File: src/rtl/pc_fetch_ctrl.sv
// Program counter and fetch control: issues ready-gated fetches, applies branch/JALR
// redirects (holding them while memory is busy), and raises the pipeline flushes.
module pc_fetch_ctrl #(
    parameter logic [31:0] RESET_PC = 32'h0000_0000,
    parameter int          CNT_W    = 32
) (
    input  logic             clk,
    input  logic             rst,
    input  logic [1:0]       branchctrl,
    input  logic [31:0]      pc_ex,
    input  logic [31:0]      imm_ex,
    input  logic [31:0]      alu_out,
    input  logic             load_use_stall,
    input  logic             im_ready,
    output logic [31:0]      pc_o,
    output logic             im_req,
    output logic             fetch_valid,
    output logic [31:0]      fetch_pc,
    output logic             flush_ifid,
    output logic             flush_idex,
    output logic             misalign_err,
    output logic [CNT_W-1:0] redirect_cnt
);

    typedef enum logic [1:0] {
        IDLE     = 2'b00,
        FETCH    = 2'b01,
        REDIRECT = 2'b10
    } state_t;

    state_t      state_r;
    state_t      state_s;
    logic [31:0] pc_r;
    logic [31:0] pc_s;
    logic [31:0] pend_r;
    logic [31:0] pend_s;
    logic [31:0] target_s;
    logic        redirect_s;
    logic        take_s;

    // Redirect target selection; code 11 behaves like "no redirect".
    always_comb begin
        target_s   = 32'h0000_0000;
        redirect_s = 1'b0;
        case (branchctrl)
            2'b01: begin
                target_s   = pc_ex + imm_ex;
                redirect_s = 1'b1;
            end
            2'b10: begin
                target_s   = {alu_out[31:1], 1'b0};
                redirect_s = 1'b1;
            end
            default: begin
                target_s   = 32'h0000_0000;
                redirect_s = 1'b0;
            end
        endcase
    end

    // Redirects only count while a fetch stream is active (not in IDLE).
    assign take_s     = redirect_s && (state_r != IDLE);
    assign flush_ifid = take_s;
    assign flush_idex = take_s;
    assign pc_o       = pc_r;
    assign fetch_pc   = pc_r;

    // Next-state, next-PC and fetch handshake outputs.
    always_comb begin
        state_s     = state_r;
        pc_s        = pc_r;
        pend_s      = pend_r;
        im_req      = 1'b0;
        fetch_valid = 1'b0;
        case (state_r)
            IDLE: begin
                state_s = FETCH;
            end
            FETCH: begin
                im_req = 1'b1;
                if (redirect_s) begin
                    if (im_ready) begin
                        pc_s = target_s;
                    end else begin
                        pend_s  = target_s;
                        state_s = REDIRECT;
                    end
                end else if (load_use_stall) begin
                    pc_s = pc_r;
                end else if (im_ready) begin
                    fetch_valid = 1'b1;
                    pc_s        = pc_r + 32'd4;
                end else begin
                    pc_s = pc_r;
                end
            end
            REDIRECT: begin
                // The outstanding request keeps its address; its data is discarded.
                im_req = 1'b1;
                if (im_ready) begin
                    pc_s    = redirect_s ? target_s : pend_r;
                    state_s = FETCH;
                end else if (redirect_s) begin
                    pend_s = target_s;
                end else begin
                    pend_s = pend_r;
                end
            end
            default: begin
                state_s = IDLE;
            end
        endcase
    end

    // State, PC, pending target, sticky misalignment flag and redirect counter.
    always_ff @(posedge clk) begin
        if (rst) begin
            state_r      <= IDLE;
            pc_r         <= RESET_PC;
            pend_r       <= 32'h0000_0000;
            misalign_err <= 1'b0;
            redirect_cnt <= {CNT_W{1'b0}};
        end else begin
            state_r <= state_s;
            pc_r    <= pc_s;
            pend_r  <= pend_s;
            if (take_s) begin
                redirect_cnt <= redirect_cnt + {{(CNT_W-1){1'b0}}, 1'b1};
            end
            if (take_s && (target_s[1:0] != 2'b00)) begin
                misalign_err <= 1'b1;
            end
        end
    end

endmodule

File: config.mk
export PLATFORM = sky130hd
export DESIGN_NAME = pc_fetch_ctrl
export DESIGN_NICKNAME = d
export VERILOG_FILES = /design/src/rtl/pc_fetch_ctrl.sv
export SDC_FILE = /design/constraint.sdc
export NUM_CORES = 1
export LEC_CHECK = 0
export BUFFER_PORTS_ARGS = -buffer_cell sky130_fd_sc_hd__buf_2
export CORE_ASPECT_RATIO = 1.5
export CORE_MARGIN = 2
export CORE_UTILIZATION = 54
export CTS_CLUSTER_DIAMETER = 30
export CTS_CLUSTER_SIZE = 16
export DETAILED_ROUTE_END_ITERATION = 8
export PLACE_DENSITY = 0.82
export RECOVER_POWER = 25
export SLEW_MARGIN = 20
export SYNTH_ARGS = -nofsm -noshare
export SYNTH_HDL_FRONTEND = slang
export SYNTH_SLANG_ARGS = --single-unit
export TNS_END_PERCENT = 10
File: constraint.sdc
create_clock -name clk -period 3.3 [get_ports clk]
set_input_delay 0.66 -clock clk [delete_from_list [all_inputs] [get_ports clk]]
set_output_delay 0.66 -clock clk [all_outputs]
set_load 0.02 [all_outputs]
---- Word-level counts from Yosys, hierarchy flattened ----
Index checks and enable logic that the tools add are counted.
word-level totals
  bits of input ports ..................... 102
  output and inout bits ................... 101
  logic and storage cells ................. 51
  bits in registers ....................... 99
cells by class
  equality and inequality tests ........... 10
  add/sub/neg operators ................... 3
  reduce and logical (&&, ||, !) cells .... 11
  mux-type cells .......................... 22
operators with widths
  kind                                           number
  2-to-1 mux 32 bit                              9
  case mux 32 bit (2 select lines)               3
  adder 32 x 1 -> 32 bit, second input constant  1
  adder 32 x 3 -> 32 bit, second input constant  1
  adder 32 bit                                   1
  inequality test 2 bit, second input constant   5
  AND reduction 4 bit                            2
  2-to-1 mux 1 bit                               6
  2-to-1 mux 2 bit                               3
  case mux 2 bit (3 select lines)                1
  nonzero test 2 bit                             3
  == test 2 x 1 -> 1 bit, second input constant  2
  == test 2 bit, second input constant           2
  OR reduction 2 bit                             2
  inequality test 3 bit, second input constant   1
  AND reduction 3 bit                            1
  logical AND 1 bit                              2
  zero test 2 bit                                1

---- Logic depth before layout (Yosys ltp) ----
  word-level depth ........................ 6
  gate-level depth with buffers ........... 12
  depth with buffers taken out ............ 12

---- Worst setup path before layout ----
Ideal clock, no wire load.
  path kind ............................... input port to flip-flop
  start ................................... input pc_ex[0]
  end ..................................... register pc_r[26], in the netlist fetch_pc[26]
  path buffers ............................ 0
  data required time ...................... 3.180 ns
  arrival time ............................ 2.978 ns
  library setup time ...................... 0.120 ns
  cell stages on the path ................. 12
  slack ................................... 0.202 ns
  path through ............................ ha_1 inv_1 fa_1 nand2b_1 a21o_1 a21oi_2 a211oi_2 o311ai_1 a21boi_1 xnor2_1 a22o_1 a211o_1
between the ends
  longest elaborated chain between the ends .. 5
  elaborated cells on any way between the ends .. 7
  classes of those cells .................. add/sub: 1; mux: 6
RTL lines
  element                                      RTL line  source
  start: declaration                           10        input logic [31:0] pc_ex,
  adder 32 bit *                               47        target_s = pc_ex + imm_ex;
  case mux 32 bit (2 select lines) *           45        case (branchctrl)
  2-to-1 mux 32 bit, on equally long branches  n/a
  2-to-1 mux 32 bit, on equally long branches  100, 81
  case mux 32 bit (2 select lines) *           75        case (state_r)
  end signal: assignment                       125       pc_r <= pc_s;
  end: declaration                             33        logic [31:0] pc_r;
Every way passes the cells marked *; elsewhere a longest branch is shown, timed or not. The select of a mux whose other input is x is not followed.
A chain may end at the register's enable or synchronous reset.

---- Worst setup path in the final report ----
  start ................................... input pc_ex[0]
  end ..................................... register pc_r[28], in the netlist fetch_pc[28]
The elaborated chain is that of the path after synthesis.

==> reports/results.tsv <==
stage	metric	value	unit
routing	antenna_left	0	
global_route	maximum_number_of_pins_on_one_net_before_global_route_repair	38	
timing	min_period	2.99	ns
placement	detailed_place.area	8390	sq um
synth	yosys.area.top_type	sky130_fd_sc_hd__dfxtp_1	
clock_network	cts-resized-gates	0	
timing	report.final.hold_viol_count	0	
floorplanning	floorplan.initialDensity	55.4	%
power	total_power	0.00339	W
timing	final.period_utilization	90.6	%
timing	fmaxAchievable	0.335	GHz
synth	netlist-cell-type-count	81	
worst_setup_path	reg2regPathDepth	9	
clock_network	clock_latency	0.35	ns
timing	timing.final.max_slew_violations	36	
worst_setup_path	r2r_end	fetch_pc[26]$_SDFFE_PP0P_	
synth	synth_top_area_share	27.3	%
worst_setup_path	cp-start-kind	input pin	
final_layout	fin_nets	1280	
floorplanning	placement_rows	51	
global_route	initial_antenna_violation_count	0	
placement	number_of_buffers_inserted_by_port_buffering	201	
routing	wire_per_inst	15.8	um
final_layout	multi_input_logic_area	4740	sq um
power	leakagePower	3.61	nW
synth	syn-mean-instance-area	7.52	sq um
worst_hold_path	holdCritPathClass	reg2reg	
worst_hold_path	timing.hold.worst_endpoint	pend_r[4]$_SDFFE_PP0P_	
clock_network	clock_tree_from_tritoncts	built	
clock_network	cts.root.buffer_cell	sky130_fd_sc_hd__clkbuf_16	
synth	synth-seq-area-share	27.3	%
routing	drt-vias-per-instance	5.92	
floorplanning	full_die_area	14400	sq um
power	power_per_cell_area	394	nW/um^2
worst_hold_path	hold_path_depth	2	
routing	initial_detailed_routing_violation_count	610	
worst_setup_path	criticalPathCategory	in2reg	
run	timing.max_cap.violations	1	
floorplanning	core	13100	sq um
timing	tightest_hold_margin	0.458	ns
floorplanning	io_pins	203	
synth	mappedNetlistArea	7250	sq um
synth	ys_warn_count	0	
clock_network	max_buffers_root_to_sink	2	
global_route	globalRouteTotalUtil	27.2	%
worst_setup_path	critical_path_capture_point_type	register	
synth	asyncSetResetFlopFracSynth	0	%
synth	synth_common_cells	sky130_fd_sc_hd__nor2_1 (113), sky130_fd_sc_hd__dfxtp_1 (99), sky130_fd_sc_hd__nand2_1 (97)	
timing	fin_skew	0.0104	ns
timing	finalSetupViolCount	0	
floorplanning	fp.dieH	146	um
floorplanning	dieWidth	98.6	um
timing	actual_transition_at_the_worst_max_transition_pin	1.65	ns
clock_network	cts.sink_count	99	
status	failing_checks	DRC, capacitance limit, slew limit	
worst_setup_path	r2r-start	fetch_pc[3]$_SDFFE_PP0P_	
global_route	number_of_global_route_vias_before_repair	7023	
worst_setup_path	regToRegSetupSlack	0.60	ns
final_layout	post_route_cells_drive_above_1_share	21.2	%
clock_network	tritoncts_buffer_count	9	
clock_network	cts_hold_buffers	0	
routing	drtPass1Iterations	7	
timing	rsz_0062_raised_after_global_routing	false	
final_layout	syn_to_final_growth	18.9	%
final_layout	fillers	1190	
final_layout	antenna-diode-count	0	
worst_setup_path	highest_fanout_seen_on_the_critical_path	3	
synth	synth_flop_cell	sky130_fd_sc_hd__dfxtp_1	
clock_network	clk_transition_reported_paths	0.07	ns
synth	synth-edff-count	0	
power	vdd_ir_drop_max	0.244	mV
worst_hold_path	timing.hold.worst.start	pend_r[4]$_SDFFE_PP0P_	
clock_network	buffers_inserted_by_post_cts_timing_repair	0	
routing	drt_wl_total	20.5	mm
worst_setup_path	critical_path_data_required_time	3.58	ns
synth	syn-num-nets	1105	
clock_network	h-tree-depth	3	
final_layout	sequential_cell_area	1980	sq um
global_route	global_route_wire_length_before_repair	32.8	mm
synth	post_synth_main_area_contributors	sky130_fd_sc_hd__dfxtp_1 (27%), sky130_fd_sc_hd__ha_1 (6.6%), sky130_fd_sc_hd__nor2_1 (5.9%), sky130_fd_sc_hd__a21oi_1 (5.7%), sky130_fd_sc_hd__nand2_1 (5.0%)	
synth	yosys.cell_count.top_type	sky130_fd_sc_hd__nor2_1	
final_layout	postLayoutCellArea	8620	sq um
synth	ys_seq_elements	99	
worst_setup_path	arrival	3.27	ns
placement	finalWeightedCongestion	0.949	
global_route	globalRouteOverflowTotal	0	
routing	route.detailed.drc	1	
placement	place_hpwl	16.1	mm
status	outcome	complete, but fails checks	
timing	max-slew-margin-rel	-10.0	%
synth	synthCells	964	
timing	setup_total_negative_slack	0	ns
routing	vias	7714	
## worst max-delay path: stages
cell and delay [ns]:
sky130_fd_sc_hd__buf_2 0.08, sky130_fd_sc_hd__ha_1 0.16, sky130_fd_sc_hd__inv_1 0.05, sky130_fd_sc_hd__fa_1 0.37, sky130_fd_sc_hd__nand2b_1 0.18, sky130_fd_sc_hd__a21o_1 0.19
sky130_fd_sc_hd__a21oi_2 0.22, sky130_fd_sc_hd__a21oi_1 0.14, sky130_fd_sc_hd__o21ai_2 0.16, sky130_fd_sc_hd__a41oi_1 0.18, sky130_fd_sc_hd__or4b_1 0.53, sky130_fd_sc_hd__a41o_1 0.23
sky130_fd_sc_hd__a21oi_1 0.13
## registers in the layout (all words and copies together), names as in the netlist
register	count
misalign_err	1
fetch_pc	32
pend_r	32
redirect_cnt	32
state_r	2
## power breakdown
group / leakage (nW) / internal (W) / switching, W
clock: 0.141 / 0.000570 / 0.000443
combinational: 2.66 / 0.000425 / 0.000625
sequential: 0.802 / 0.00126 / 0.0000664
## placed cells by master (no fill, tap or decap), types with 8 or more instances in the layout
cell,n
sky130_fd_sc_hd__buf_2,155
sky130_fd_sc_hd__nor2_1,113
sky130_fd_sc_hd__dfxtp_1,99
sky130_fd_sc_hd__nand2_1,97
sky130_fd_sc_hd__a21oi_1,82
sky130_fd_sc_hd__o21ai_0,54
sky130_fd_sc_hd__buf_4,50
sky130_fd_sc_hd__clkbuf_1,47
sky130_fd_sc_hd__nand3_1,38
sky130_fd_sc_hd__ha_1,37
sky130_fd_sc_hd__xor2_1,34
sky130_fd_sc_hd__xnor2_1,29
sky130_fd_sc_hd__nor3_1,25
sky130_fd_sc_hd__a211oi_1,23
sky130_fd_sc_hd__inv_1,21
sky130_fd_sc_hd__a21o_1,19
sky130_fd_sc_hd__nand4_1,15
sky130_fd_sc_hd__nor2b_1,12
sky130_fd_sc_hd__and3_1,10
sky130_fd_sc_hd__or3_1,9
sky130_fd_sc_hd__clkbuf_16,9
sky130_fd_sc_hd__a22oi_1,8
sky130_fd_sc_hd__a31oi_1,8
sky130_fd_sc_hd__o21a_1,8
## kinds of logic after synthesis
kind of cell               after synthesis  synth area share, %
and+or+nand+nor                        367                 24.6
DFF                                     99                 27.3
adders and majority gates               39                 6.83
buffers and inverters                  110                 7.40
AOI/OAI and AO/OA                      280                 25.4
xor gates and xnor gates                63                 7.61
muxes                                    6                0.846
## final cells by class
cell class	instances	area share (%)
repair buffers	252	15.4
flip-flops and latches	99	23.0
well taps	159	2.31
clock inverters	3	0.247
multi-input cells	755	55.0
inverters	22	0.958
clock buffers	12	3.09
## per-layer routing
layer  part of all wire [%]  track usage, %  vias to the layer above
met4                    3.6            12.7                        0
met1                     41            33.5                     3557
met3                    5.8            2.59                       41
met2                     49            47.2                      312
met5                      0               0                        -
li1                       -               -                     3804
## worst max path at each step
stage	endpoint	slack, ns	start	cells after the start
after floorplan	fetch_pc[26]$_SDFFE_PP0P_	0.20	pc_ex[0]	12
after global placement	fetch_pc[28]$_SDFFE_PP0P_	-0.03	pc_ex[0]	13
after detailed placement	pend_r[28]$_SDFFE_PP0P_	-0.06	pc_ex[0]	13
after CTS	fetch_pc[28]$_SDFFE_PP0P_	0.30	pc_ex[0]	13
after global routing	pend_r[28]$_SDFFE_PP0P_	0.06	pc_ex[0]	13
final	fetch_pc[28]$_SDFFE_PP0P_	0.31	pc_ex[0]	13
## metrics by stage
| step | utilization (%) | worst slack (ns) | instances |
|---|---|---|---|
| 2_1_floorplan | - | 0.202 | 964 |
| 3_5_place_dp | 64.2 | -0.0620 | 1287 |
| 3_3_place_gp | 64.2 | -0.0288 | 1287 |
| 6_report | 65.9 | 0.311 | 1302 |
| 4_1_cts | 66.4 | 0.296 | 1302 |
| 5_1_grt | 65.9 | 0.0570 | 1302 |
Power figures use the tool's default switching activity.
